--- config.mk ---
export PLATFORM = sky130hd
export DESIGN_NAME = period_sweep_controller
export DESIGN_NICKNAME = d
export VERILOG_FILES = /design/src/rtl/period_sweep_controller_pkg.sv /design/src/rtl/period_sweep_controller_edge_counter.sv /design/src/rtl/period_sweep_controller.sv
export SDC_FILE = /design/constraint.sdc
export NUM_CORES = 1
export LEC_CHECK = 0
export CORE_MARGIN = 2
export CORE_UTILIZATION = 47
export CTS_BUF_LIST = sky130_fd_sc_hd__clkbuf_2
export CTS_CLUSTER_DIAMETER = 200
export DETAILED_ROUTE_END_ITERATION = 7
export GPL_TIMING_DRIVEN = 0
export MAX_ROUTING_LAYER = met4
export PLACE_DENSITY = 0.8
export SLEW_MARGIN = 20
export SYNTH_ARGS = -nofsm -noshare
export SYNTH_HDL_FRONTEND = slang
export SYNTH_HIERARCHICAL = 1
export SYNTH_SLANG_ARGS = --single-unit
--- constraint.sdc ---
create_clock -name clk -period 5.6 [get_ports clk]
set_input_delay 0.84 -clock clk [delete_from_list [all_inputs] [get_ports clk]]
set_output_delay 0.84 -clock clk [all_outputs]
set_load 0.005 [all_outputs]
--- src/rtl/period_sweep_controller_pkg.sv ---
// Shared constants for the period sweep controller: default widths, idle period
// and the FSM state encoding.
package period_sweep_controller_pkg;

    localparam int         WIDTH_DEFAULT      = 8;
    localparam logic [7:0] DEFAULT_PERIOD_VAL = 8'd50;

    localparam logic [2:0] ST_IDLE    = 3'd0;
    localparam logic [2:0] ST_LOAD    = 3'd1;
    localparam logic [2:0] ST_REG_RST = 3'd2;
    localparam logic [2:0] ST_DWELL   = 3'd3;
    localparam logic [2:0] ST_STEP    = 3'd4;
    localparam logic [2:0] ST_DONE    = 3'd5;

endpackage

--- src/rtl/period_sweep_controller_edge_counter.sv ---
// Counts rising edges of the divided clock and flags the edge that reaches the target.
// The history flop runs continuously so an edge is never invented when counting resumes.
module period_sweep_controller_edge_counter #(
    parameter int WIDTH = 8
) (
    input  logic             clk,
    input  logic             rst_n,
    input  logic             sig,
    input  logic             clear,
    input  logic [WIDTH-1:0] target,
    output logic             hit
);

    logic             sig_q;
    logic [WIDTH-1:0] count_q;
    logic             rise;

    assign rise = sig & ~sig_q;
    assign hit  = rise & ~clear & (({1'b0, count_q} + 1'b1) >= {1'b0, target});

    // NOTE: state updates use non-blocking assignments so every flop samples pre-edge values.
    always_ff @(posedge clk or negedge rst_n) begin
        if (!rst_n) begin
            sig_q   <= 1'b0;
            count_q <= '0;
        end else begin
            sig_q <= sig;
            if (clear) begin
                count_q <= '0;
            end else if (rise) begin
                count_q <= count_q + 1'b1;
            end
        end
    end

endmodule

--- src/rtl/period_sweep_controller.sv ---
// Steps the regulator period from start to end, resetting the regulator around each
// change and dwelling a programmed number of divided-clock edges at each value.
module period_sweep_controller
    import period_sweep_controller_pkg::*;
#(
    parameter int               WIDTH          = WIDTH_DEFAULT,
    parameter logic [WIDTH-1:0] DEFAULT_PERIOD = WIDTH'(DEFAULT_PERIOD_VAL),
    parameter int               REG_RST_CYCLES = 2
) (
    input  logic             clk,
    input  logic             rst,
    input  logic             start,
    input  logic             abort,
    input  logic [WIDTH-1:0] startPeriod,
    input  logic [WIDTH-1:0] endPeriod,
    input  logic [WIDTH-1:0] step,
    input  logic [WIDTH-1:0] dwell,
    input  logic             clk_div,
    output logic [WIDTH-1:0] setPeriod,
    output logic             regRst,
    output logic             busy,
    output logic             done
);

    localparam int RC_W = $clog2(REG_RST_CYCLES + 1);
    localparam logic [RC_W-1:0] RC_LAST = RC_W'(REG_RST_CYCLES - 1);

    logic [2:0]       state_q, state_d;
    logic [WIDTH-1:0] start_q, end_q, step_q, dwell_q;
    logic             up_q;
    logic [WIDTH-1:0] period_q, period_d;
    logic [RC_W-1:0]  rr_cnt_q;
    logic [WIDTH:0]   next_ext;
    logic             passed;
    logic             dwell_hit;
    logic             regrst_q, busy_q, done_q;

    period_sweep_controller_edge_counter #(.WIDTH(WIDTH)) u_edge_counter (
        .clk    (clk),
        .rst_n  (rst),
        .sig    (clk_div),
        .clear  (state_q != ST_DWELL),
        .target (dwell_q),
        .hit    (dwell_hit)
    );

    // The extra top bit is the carry on the way up and the borrow on the way down.
    assign next_ext = up_q ? ({1'b0, period_q} + {1'b0, step_q})
                           : ({1'b0, period_q} - {1'b0, step_q});
    assign passed   = next_ext[WIDTH] |
                      (up_q ? (next_ext[WIDTH-1:0] > end_q) : (next_ext[WIDTH-1:0] < end_q));

    // NOTE: every always_comb output gets a default first so no path can infer a latch.
    always_comb begin
        state_d  = state_q;
        period_d = period_q;
        case (state_q)
            ST_IDLE:    if (start) state_d = ST_LOAD;
            ST_LOAD: begin
                period_d = start_q;
                state_d  = ST_REG_RST;
            end
            ST_REG_RST: if (rr_cnt_q == RC_LAST) state_d = ST_DWELL;
            ST_DWELL:   if (dwell_hit) state_d = ST_STEP;
            ST_STEP: begin
                if ((period_q == end_q) || passed) begin
                    state_d = ST_DONE;
                end else begin
                    period_d = next_ext[WIDTH-1:0];
                    state_d  = ST_REG_RST;
                end
            end
            ST_DONE:    state_d = ST_IDLE;
            default:    state_d = ST_IDLE;
        endcase
        if (abort && (state_q != ST_IDLE)) begin
            state_d  = ST_IDLE;
            period_d = period_q;
        end
    end

    // NOTE: every register, captured configuration included, has an explicit reset value.
    always_ff @(posedge clk or negedge rst) begin
        if (!rst) begin
            state_q  <= ST_IDLE;
            period_q <= DEFAULT_PERIOD;
            start_q  <= '0;
            end_q    <= '0;
            step_q   <= '0;
            dwell_q  <= '0;
            up_q     <= 1'b0;
            rr_cnt_q <= '0;
            regrst_q <= 1'b0;
            busy_q   <= 1'b0;
            done_q   <= 1'b0;
        end else begin
            state_q  <= state_d;
            period_q <= period_d;
            if ((state_q == ST_IDLE) && start) begin
                start_q <= startPeriod;
                end_q   <= endPeriod;
                step_q  <= (step == '0)  ? WIDTH'(1) : step;
                dwell_q <= (dwell == '0) ? WIDTH'(1) : dwell;
                up_q    <= (startPeriod <= endPeriod);
            end
            rr_cnt_q <= ((state_q == ST_REG_RST) && (state_d == ST_REG_RST))
                        ? rr_cnt_q + 1'b1 : '0;
            // Outputs are registered from the next state so the regulator sees no decode glitches.
            regrst_q <= (state_d == ST_REG_RST);
            busy_q   <= (state_d != ST_IDLE);
            done_q   <= (state_d == ST_DONE);
        end
    end

    assign setPeriod = period_q;
    assign regRst    = regrst_q;
    assign busy      = busy_q;
    assign done      = done_q;

endmodule
# After elaboration in Yosys (flattened, before gate mapping)
# Cells that the tools add are included.
dict set report classes {
  addsub 5
  multipliers 0
  div 0
  n_lt_le_gt_ge 4
  n_eq_ne 10
  shift 0
  n_mux 15
  bitwise_logic 7
  n_reduce_logical 12
}
# cell n
set op_table {}
lappend op_table {{2-to-1 mux 8 bit} 5}
lappend op_table {{zero test 8 bit} 2}
lappend op_table {{one-hot mux 8 bit (2 select lines)} 1}
lappend op_table {{2-to-1 mux 3 bit} 5}
lappend op_table {{one-hot mux 3 bit (5 select lines)} 1}
lappend op_table {{adder 8 x 1 -> 9 bit, second input constant} 1}
lappend op_table {{adder 8 x 8 -> 9 bit} 1}
lappend op_table {{equality test 3 x 2 -> 1 bit, second input constant} 3}
lappend op_table {{greater-or-equal comparator 9 x 8 -> 1 bit} 1}
lappend op_table {{2-to-1 mux 9 bit} 1}
lappend op_table {{subtractor 8 x 8 -> 9 bit} 1}
lappend op_table {{adder 8 x 1 -> 8 bit, second input constant} 1}
lappend op_table {{equality test 8 bit} 1}
lappend op_table {{> comparator 8 bit} 1}
lappend op_table {{less-or-equal comparator 8 bit} 1}
lappend op_table {{less-than comparator 8 bit} 1}
lappend op_table {{equality test 3 bit, second input constant} 2}
lappend op_table {{nonzero test 3 bit} 2}
lappend op_table {{nonzero test 2 bit} 2}
lappend op_table {{AND 1 bit} 3}
lappend op_table {{equality test 3 x 1 -> 1 bit, second input constant} 1}
lappend op_table {{logical AND 1 bit} 3}
lappend op_table {{zero test 3 bit} 1}
lappend op_table {{!= test 3 x 2 -> 1 bit, second input constant} 1}
lappend op_table {{other kinds (9)} 11}
dict set report word_totals {
  reg_bits 58
  latchBits 0
  ram_bits 0
  rom_bits 0
  in_bits 37
  wordCells 66
  n_memories 0
}

# Longest topological paths before layout
# Gate-level depths: netlist of the first run.
dict set report depth {
  depth_word 12
  mapped_depth 18
  depth_no_buf 18
}

# Hierarchy
# Netlist of the first run, hierarchy kept.
# module instances cells_per_inst area_per_inst_um2 seq_area_each_um2
set by_module_without_submodules {}
lappend by_module_without_submodules {period_sweep_controller 1 302 3064.2 1229.9}
lappend by_module_without_submodules {period_sweep_controller_edge_counter 1 80 711.9 225.2}

# Worst setup path after synthesis of the first run
# OpenSTA, ideal clock, no wires.
dict set report synth_timing {
  path_type {reg-to-reg}
  startpoint {reg up_q}
  endpoint {reg period_q[0] (netlist: setPeriod[0])}
  setup_time_ns 0.125
  t_arrival_ns 3.938
  required_time_ns 5.475
  path_slack_ns 1.537
  path_stages_with_launch 16
  n_path_buf 1
  synth_period_minus_slack_ns 4.063
  path_cell_list {dfrtp_1 > clkbuf_1 > mux2_2 > ha_1 > a21o_1 > a21oi_1 > a21oi_1 > o31ai_1 > xnor2_1 > ha_1 > nand4_1 > a21oi_2 > o32a_1 > a2111oi_4 > a21oi_4 > mux2_4}
}
dict set report synth_between {
  elab_chain_len 7
  word_cells_on_any_way 10
}
# element line_no
set synth_lines {}
lappend synth_lines {{start, declared} period_sweep_controller.sv:30} ;# logic up_q;
lappend synth_lines {{start signal, assigned} period_sweep_controller.sv:104} ;# up_q <= (startPeriod <= endPeriod);
lappend synth_lines {{2-to-1 mux 9 bit} period_sweep_controller.sv:48} ;# assign next_ext = up_q ? ({1'b0, period_q} + {1'b0, step_q})
lappend synth_lines {{less-than comparator 8 bit or > comparator 8 bit (tied branches)} period_sweep_controller.sv:51} ;# (up_q ? (next_ext[WIDTH-1:0] > end_q) : (next_ext[WIDTH-1:0] < end_q));
lappend synth_lines {{2-to-1 mux 1 bit} period_sweep_controller.sv:51}
lappend synth_lines {{bitwise OR 1 bit} period_sweep_controller.sv:50} ;# assign passed = next_ext[WIDTH] |
lappend synth_lines {{logical OR 1 bit} period_sweep_controller.sv:66} ;# if ((period_q == end_q) || passed) begin
lappend synth_lines {{!= test 2 bit (no line)} n/a}
lappend synth_lines {{AND reduction 3 bit (no line)} n/a}
lappend synth_lines {{end signal, assigned} period_sweep_controller.sv:98} ;# period_q <= period_d;
lappend synth_lines {{end, declared} period_sweep_controller.sv:31} ;# logic [WIDTH-1:0] period_q, period_d;
# Several ways; a longest one is shown, not always the timed one. The select of a mux whose other input is x is not followed.
# A chain may end at the register's enable or synchronous reset.

# Worst setup path after layout of the first run
dict set report layout_timing {
  startpoint {reg up_q}
  endpoint {reg period_q[7] (netlist: setPeriod[7])}
}
# Same word-level chain as after synthesis.

==> results.py, run 1 <==
metrics = {
    "run_status": {
        "outcome": "complete, no violations",
    },
    "floorplanning": {
        "io_pins": 48,
        "initial_core_util_pct": 48.6,
        "rows": 32,
        "die_area_sq_um": 8770,
        "die_width_microns": 93.6,
        "core-area_sq_um": 7770,
        "die_y_microns": 93.6,
    },
    "power": {
        "power_frac_comb_pct": 64.9,
        "clkPwrFrac_pct": 9.0,
        "powerDensity_nw_per_um2": 631,
        "cell_internal_pwr_uw": 1550,
        "switching_power_uw": 1270,
        "vdd_ir_drop_max_mv": 0.286,
        "power_frac_seq_pct": 26.1,
        "power_leakage_uw": 0.00203,
        "p_sw_share_pct": 45.1,
    },
    "logic_synthesis": {
        "synth_cell_type_count": 49,
        "synth-edff-count": 0,
        "synth_compound_area_share_pct": 11.2,
        "ys.flop_type": "dfrtp_1",
        "synth_top_area_cell": "dfrtp_1",
        "synth_fa_ha_area_share_pct": 12.8,
        "synth_xor_area_share_pct": 7.65,
        "synth-async-reset-ratio_pct": 100,
        "synthMuxAreaShare_pct": 10.9,
        "ys_seq_area_share_pct": 38.5,
        "yosys-top-cells-count": "dfrtp_1 (55), nand2_1 (38), ha_1 (37), inv_1 (33), mux2_2 (24)",
        "synth_most_common_cell": "dfrtp_1",
        "netlist_instances": 382,
        "synth-simple-area-share_pct": 14.1,
        "synth-seq-cells": 58,
        "synth_nets": 457,
        "ys_top_cells_by_area": "dfrtp_1 (36%), ha_1 (12%), mux2_2 (7.2%), xnor2_1 (4.2%), nand2_1 (3.8%)",
        "synth_top_family_by_area": "simple AND/OR/NAND/NOR gates",
        "netlist_area_sq_um": 3780,
        "syn_area_per_cell_sq_um": 9.89,
        "yosysWarnings": 6,
        "synth_top_area_share_pct": 36.4,
    },
    "clock_tree": {
        "post_cts_buffers": 0,
        "cts_resized": 0,
        "clockBufferDepth": 2,
        "cts_sinks": 58,
        "cts_buffers": 9,
        "cts_tree": "built",
        "clock_latency_ns": 0.49,
        "ctsRootBufferMaster": "clkbuf_2",
        "hold_buffers": 0,
        "htree_num_levels": 3,
        "clk_pin_slew_ns": 0.17,
    },
    "timing": {
        "relSlewSlack_pct": 51.2,
        "period_share_pct": 83.9,
        "fin_crit_ns": 4.70,
        "hold_viol": 0,
        "setup_violations": 0,
        "skew_ns": 0.0228,
        "drv_slew": 0,
        "fmax_ghz": 0.213,
        "worstMarginPinSlew_ns": 0.728,
        "rsz0062_at_grt": "false",
        "totalNegativeSetupSlack_ns": 0,
    },
    "placement": {
        "portBuffers": 46,
        "gp_congestion": 0.886,
        "detailedPlacementHpwl_microns": 6480,
        "place_inst": 530,
    },
    "detailed_routing": {
        "wl_microns": 8370,
        "drc_errors": 0,
        "wl_per_cell_microns": 15.3,
        "ant_nets": 0,
        "drt-initial-drc-count": 133,
        "drtPass1Iterations": 4,
        "vias": 2919,
        "routed_via_density": 5.35,
    },
    "global_route": {
        "grt_pass1_wl_microns": 14300,
        "grt_max_degree": 59,
        "grt_usage_pct": 21.7,
        "grt_overflow": 0,
        "antenna_found_initial": 0,
        "grt_pass1_vias": 2974,
    },
    "worst_setup_path": {
        "reg2reg_slack_ns": 0.90,
        "cp_data_required_time_ns": 6.00,
        "critPathArrivalTime_ns": 5.10,
        "crit_buf_inv": 1,
        "start_kind": "register",
        "path_delay_family": "compound AO/OA/AOI/OAI gates",
        "crit_chain": "clkbuf_1 -> mux2_2 -> ha_1 -> a21o_1 -> a21oi_1 -> a21oi_1 -> o31ai_1 -> xnor2_1 -> ha_1 -> nand4_1 -> a21oi_2 -> o32a_1 -> a2111oi_4 -> a21oi_4 -> mux2_4",
        "critPathKind": "reg -> reg",
        "crit_fanout": 10,
        "cp_slowest_stage_delay_ns": 0.59,
        "cpMaxStageDelayCell": "a2111oi_4",
        "end_kind": "register",
    },
    "layout": {
        "antenna_cells": 0,
        "nFillCells": 699,
        "finalNetCount": 514,
        "layout-drive-gt1-share_pct": 14.0,
        "fin_cells": 546,
        "area_growth_syn_to_layout_pct": 18.4,
    },
    "job": {
        "cap_violations": 0,
    },
    "worst_hold_path": {
        "hold_path_class": "in -> async",
    },
}
flip-flops by register name, indices dropped and copies added (netlist names), 2 cells and up:
| register | flops |
|---|---|
| state_q | 3 |
| rr_cnt_q | 2 |
| setPeriod | 8 |
| start_q | 8 |
| end_q | 8 |
| step_q | 8 |
| u_edge_counter/count_q | 8 |
| dwell_q | 8 |
worst register-to-register path: stages, from the launching register on:
cell       delay [ns]
dfrtp_1          0.38
clkbuf_1         0.42
mux2_2           0.45
ha_1             0.29
a21o_1           0.18
a21oi_1          0.24
a21oi_1          0.15
o31ai_1          0.31
xnor2_1          0.21
ha_1             0.29
nand4_1          0.13
a21oi_2          0.05
o32a_1           0.37
a2111oi_4        0.59
a21oi_4          0.23
mux2_4           0.35
cell usage in the layout (no fill, tap or decap), types with 4 or more instances in the layout:
| master | n |
|---|---|
| nor4_1 | 4 |
| mux2_2 | 24 |
| nand3_1 | 5 |
| o21a_1 | 4 |
| nand2_1 | 38 |
| clkbuf_2 | 10 |
| dfrtp_1 | 55 |
| nor2_1 | 23 |
| ha_1 | 37 |
| o21ai_0 | 22 |
| inv_1 | 33 |
| nor3_1 | 8 |
| mux2_4 | 6 |
| nor2b_1 | 6 |
| nand4_1 | 8 |
| xor2_1 | 15 |
| clkdlybuf4s50_1 | 45 |
| mux2i_1 | 5 |
| xnor2_1 | 18 |
| a21oi_1 | 21 |
| clkbuf_1 | 8 |
metrics by stage:
step	power, uW	worst slack [ns]	util [%]	hold WS [ns]	area (sq um)
after floorplan	2070	1.54	-	0.408	3780
after global placement	2470	1.04	56.2	0.419	4360
after detailed placement	2540	0.984	56.2	0.428	4360
after CTS	2810	0.963	57.5	0.380	4470
after global routing	3080	0.659	57.6	0.401	4470
final	2820	0.902	57.6	0.394	4470
power by group through the flow:
stage	Sequential [uW]	Clock, uW	Combinational, uW
finish	736	254	1830
global route	766	283	2030
CTS	735	263	1810
detailed placement	745	0	1800
global placement	740	0	1730
floorplan	703	0	1370
kinds of logic (layout without fill, tap and decap cells):
family | count (synthesis) | count (layout)
AND/OR/NAND/NOR | 106 | 106
AO/OA/AOI/OAI | 66 | 66
buffers and inverters | 46 | 108
adder cells (fa/ha/maj) | 38 | 38
multiplexers | 35 | 35
flip-flops | 58 | 58
XOR/XNOR | 33 | 33
final cells by class:
class                   instances  area (sq um)  area share [%]
multi-input cells             278          2150            48.0
well taps                     102           128            2.85
repair buffers                 46           458            10.2
plain buffers                  13          56.3            1.26
flip-flops and latches         58          1460            32.5
clock inverters                 7          60.1            1.34
inverters                      33           124            2.77
clock buffers                   9          45.0            1.01
final timing paths:
path / endpoint / depth (start not counted) / start
max reg2reg: setPeriod[7]$_DFFE_PN0P_ / 15 / up_q$_DFFE_PN0P_
min: start_q[5]$_DFFE_PN0P_ / 1 / rst
max: setPeriod[7]$_DFFE_PN0P_ / 15 / up_q$_DFFE_PN0P_
min reg2reg: rr_cnt_q[0]$_DFF_PN0_ / 1 / rr_cnt_q[0]$_DFF_PN0_
max in group asynchronous: dwell_q[0]$_DFFE_PN0P_ / 1 / rst
min in group clk: rr_cnt_q[0]$_DFF_PN0_ / 1 / rr_cnt_q[0]$_DFF_PN0_
routing by layer:
layer | vias to the layer above | track usage, % | wire (microns)
met3 | 21 | 3.30 | 345
met5 | - | - | 0
met4 | 0 | 9.78 | 252
li1 | 1448 | - | -
met1 | 1368 | 29.5 | 3970
met2 | 82 | 32.1 | 3810
Power figures use the tool's default switching activity.
==> inputs of run 2 (changes only) <==
--- a/config.mk
+++ b/config.mk
@@ -12,7 +12,7 @@
 export DETAILED_ROUTE_END_ITERATION = 7
 export GPL_TIMING_DRIVEN = 0
 export MAX_ROUTING_LAYER = met4
-export PLACE_DENSITY = 0.8
+export PLACE_DENSITY = 0.83
 export SLEW_MARGIN = 20
 export SYNTH_ARGS = -nofsm -noshare
 export SYNTH_HDL_FRONTEND = slang
==> constraint.sdc (replaced) <==
create_clock -name clk -period 4.1 [get_ports clk]
set_input_delay 0.615 -clock clk [delete_from_list [all_inputs] [get_ports clk]]
set_output_delay 0.615 -clock clk [all_outputs]
set_load 0.005 [all_outputs]
==> run 2 against run 1 <==
The run now ends with negative setup slack left. Sequential cell count is the same. Non-clock buffer count grew 18. Wire length grew 12%. Fmax grew 14%. Power grew 66%. Largest cell class unchanged. Highest routed layer unchanged.
==> results.py, run 2 (same netlist as run 1, synthesis figures left out) <==
metrics = {
    "job": {
        "cap_violations": 0,
    },
    "layout": {
        "layout-drive-gt1-share_pct": 21.9,
        "finalNetCount": 532,
        "antenna_cells": 0,
        "final_cell_mix": "dfrtp_1 (54), clkdlybuf4s50_1 (45), nand2_1 (38)",
        "area_growth_syn_to_layout_pct": 25.6,
        "fin_cells": 563,
        "final_common_cell": "dfrtp_1",
    },
    "run_status": {
        "violations": "negative setup slack",
        "outcome": "finished, violations left",
    },
    "floorplanning": {
        "die_width_microns": 93.6,
        "initial_core_util_pct": 48.6,
        "core-area_sq_um": 7770,
        "die_y_microns": 93.6,
        "die_area_sq_um": 8770,
        "rows": 32,
        "io_pins": 48,
    },
    "worst_setup_path": {
        "path_delay_family": "compound AO/OA/AOI/OAI gates",
        "r2r-start": "step_q[1]$_DFFE_PN0P_",
        "cp-startpoint": "step_q[1]$_DFFE_PN0P_",
        "end_kind": "register",
        "critPathKind": "reg -> reg",
        "cp_slowest_stage_delay_ns": 0.48,
        "start_kind": "register",
        "critPathArrivalTime_ns": 4.49,
        "cp_data_required_time_ns": 4.48,
        "crit_chain": "inv_2 -> ha_4 -> mux2_4 -> ha_4 -> a21o_1 -> a21oi_2 -> buf_4 -> buf_4 -> xnor2_1 -> ha_1 -> a21oi_2 -> a21oi_2 -> o32a_1 -> a2111oi_4 -> a21oi_4 -> mux2_4",
        "cpMaxStageDelayCell": "a2111oi_4",
        "reg2reg_slack_ns": -0.02,
        "path_common_cell": "a21oi_2",
        "crit_buf_inv": 3,
        "crit_fanout": 8,
    },
    "global_route": {
        "grt_pass1_vias": 3195,
        "busiest_layer": "met2",
        "grt_overflow": 0,
        "antenna_found_initial": 0,
        "grtUsageMet3_pct": 3.46,
        "grt_pass1_wl_microns": 15100,
        "grt_usage_pct": 23.0,
        "grt_max_degree": 59,
        "grt_use_met2_pct": 36.8,
        "met1_usage_pct": 28.3,
    },
    "timing": {
        "relSlewSlack_pct": 51.5,
        "setup_violations": 3,
        "hold_viol": 0,
        "worstMarginPinSlew_ns": 0.727,
        "fmax_ghz": 0.243,
        "skew_ns": 0.0232,
        "period_share_pct": 100,
        "totalNegativeSetupSlack_ns": -0.0202,
        "holdWs_ns": 0.168,
        "fin_crit_ns": 4.12,
        "rsz0062_at_grt": "true",
        "drv_slew": 0,
        "setup_slack_ns": -0.0171,
    },
    "power": {
        "powerDensity_nw_per_um2": 985,
        "power_leakage_uw": 0.00215,
        "vdd_ir_drop_max_mv": 0.458,
    },
    "clock_tree": {
        "cts_sinks": 58,
        "clk_pin_slew_ns": 0.17,
        "ctsRootBufferMaster": "clkbuf_2",
        "clockBufferDepth": 2,
        "clock_latency_ns": 0.48,
        "cts_buffers": 9,
        "htree_num_levels": 3,
        "cts_tree": "built",
    },
    "detailed_routing": {
        "wl_microns": 9360,
        "drc_errors": 0,
        "vias": 3154,
        "wl_per_cell_microns": 16.6,
        "routed_via_density": 5.60,
        "drt-initial-drc-count": 145,
        "drtPass1Iterations": 6,
        "ant_nets": 0,
    },
    "placement": {
        "place_inst": 530,
        "gp_congestion": 0.921,
        "detailedPlacementHpwl_microns": 6700,
        "portBuffers": 46,
    },
    "worst_hold_path": {
        "hold_path_class": "in -> async",
    },
}
-- run 2: changes by cell type in the layout (fill, tap and decap cells not counted), sizes merged --
cell,before,now
buf,5,24
clkinvlp,1,0
clkinv,5,4
-- run 2: final timing paths --
check,endpoint,cells after the start
worst min register to register,rr_cnt_q[0]$_DFF_PN0_,1
worst max register to register,setPeriod[7]$_DFFE_PN0P_,16
worst min-delay path,setPeriod[6]$_DFFE_PN0P_,1
min in group clk,rr_cnt_q[0]$_DFF_PN0_,1
max in group asynchronous,up_q$_DFFE_PN0P_,1
worst max-delay path,setPeriod[7]$_DFFE_PN0P_,16
-- run 2: power by group --
group	switching [uW]	leakage [uW]	internal (uW)
combinational	1640	0.00137	1640
clock	210	0.0000643	134
sequential	242	0.000709	806
-- run 2: area by class of cell --
class | count | area (sq um)
Buffer | 12 | 52.6
Clock buffer | 10 | 50.0
Clock inverter | 5 | 46.3
Fill cell | 598 | 3020
Inverter | 33 | 124
Multi-Input combinational cell | 278 | 2290
Sequential cell | 58 | 1460
Tap cell | 102 | 128
Timing Repair Buffer | 65 | 601
-- run 2: repair_timing --
action | 4_1_cts | 5_1_grt
gates resized for setup | 13 | 17
hold buffers | 0 | 0
gates cloned | 0 | 0
pin swaps | 15 | 20
setup buffers | 13 | 6
setup endpoints to repair | 13 | 12
-- run 2: worst register-to-register path: cells and delay by family (launching register included) --
kind / cells / cell delay, ns
AOI/OAI and AO/OA: 7 / 1.69
muxes: 2 / 0.64
xor gates and xnor gates: 1 / 0.17
adders and majority gates: 3 / 0.78
DFF: 1 / 0.43
buffers and inverters: 3 / 0.33
-- run 2: through the flow --
step           power [uW]  cell area (sq um)  setup WS [ns]  utilization [%]
3_3_place_gp         3350               4360         -0.430             56.2
6_report             4670               4740        -0.0171             61.1
2_1_floorplan        2830               3780         0.0371                -
4_1_cts              4150               4610         0.0108             59.3
3_5_place_dp         3490               4360         -0.484             56.2
5_1_grt              4980               4740         -0.168             61.1
-- run 2: routing by layer --
metal | vias up | part of all wire [%]
li1 | 1477 | -
met2 | 108 | 49
met5 | - | 0
met4 | 0 | 3.1
met3 | 27 | 5.4
met1 | 1542 | 43
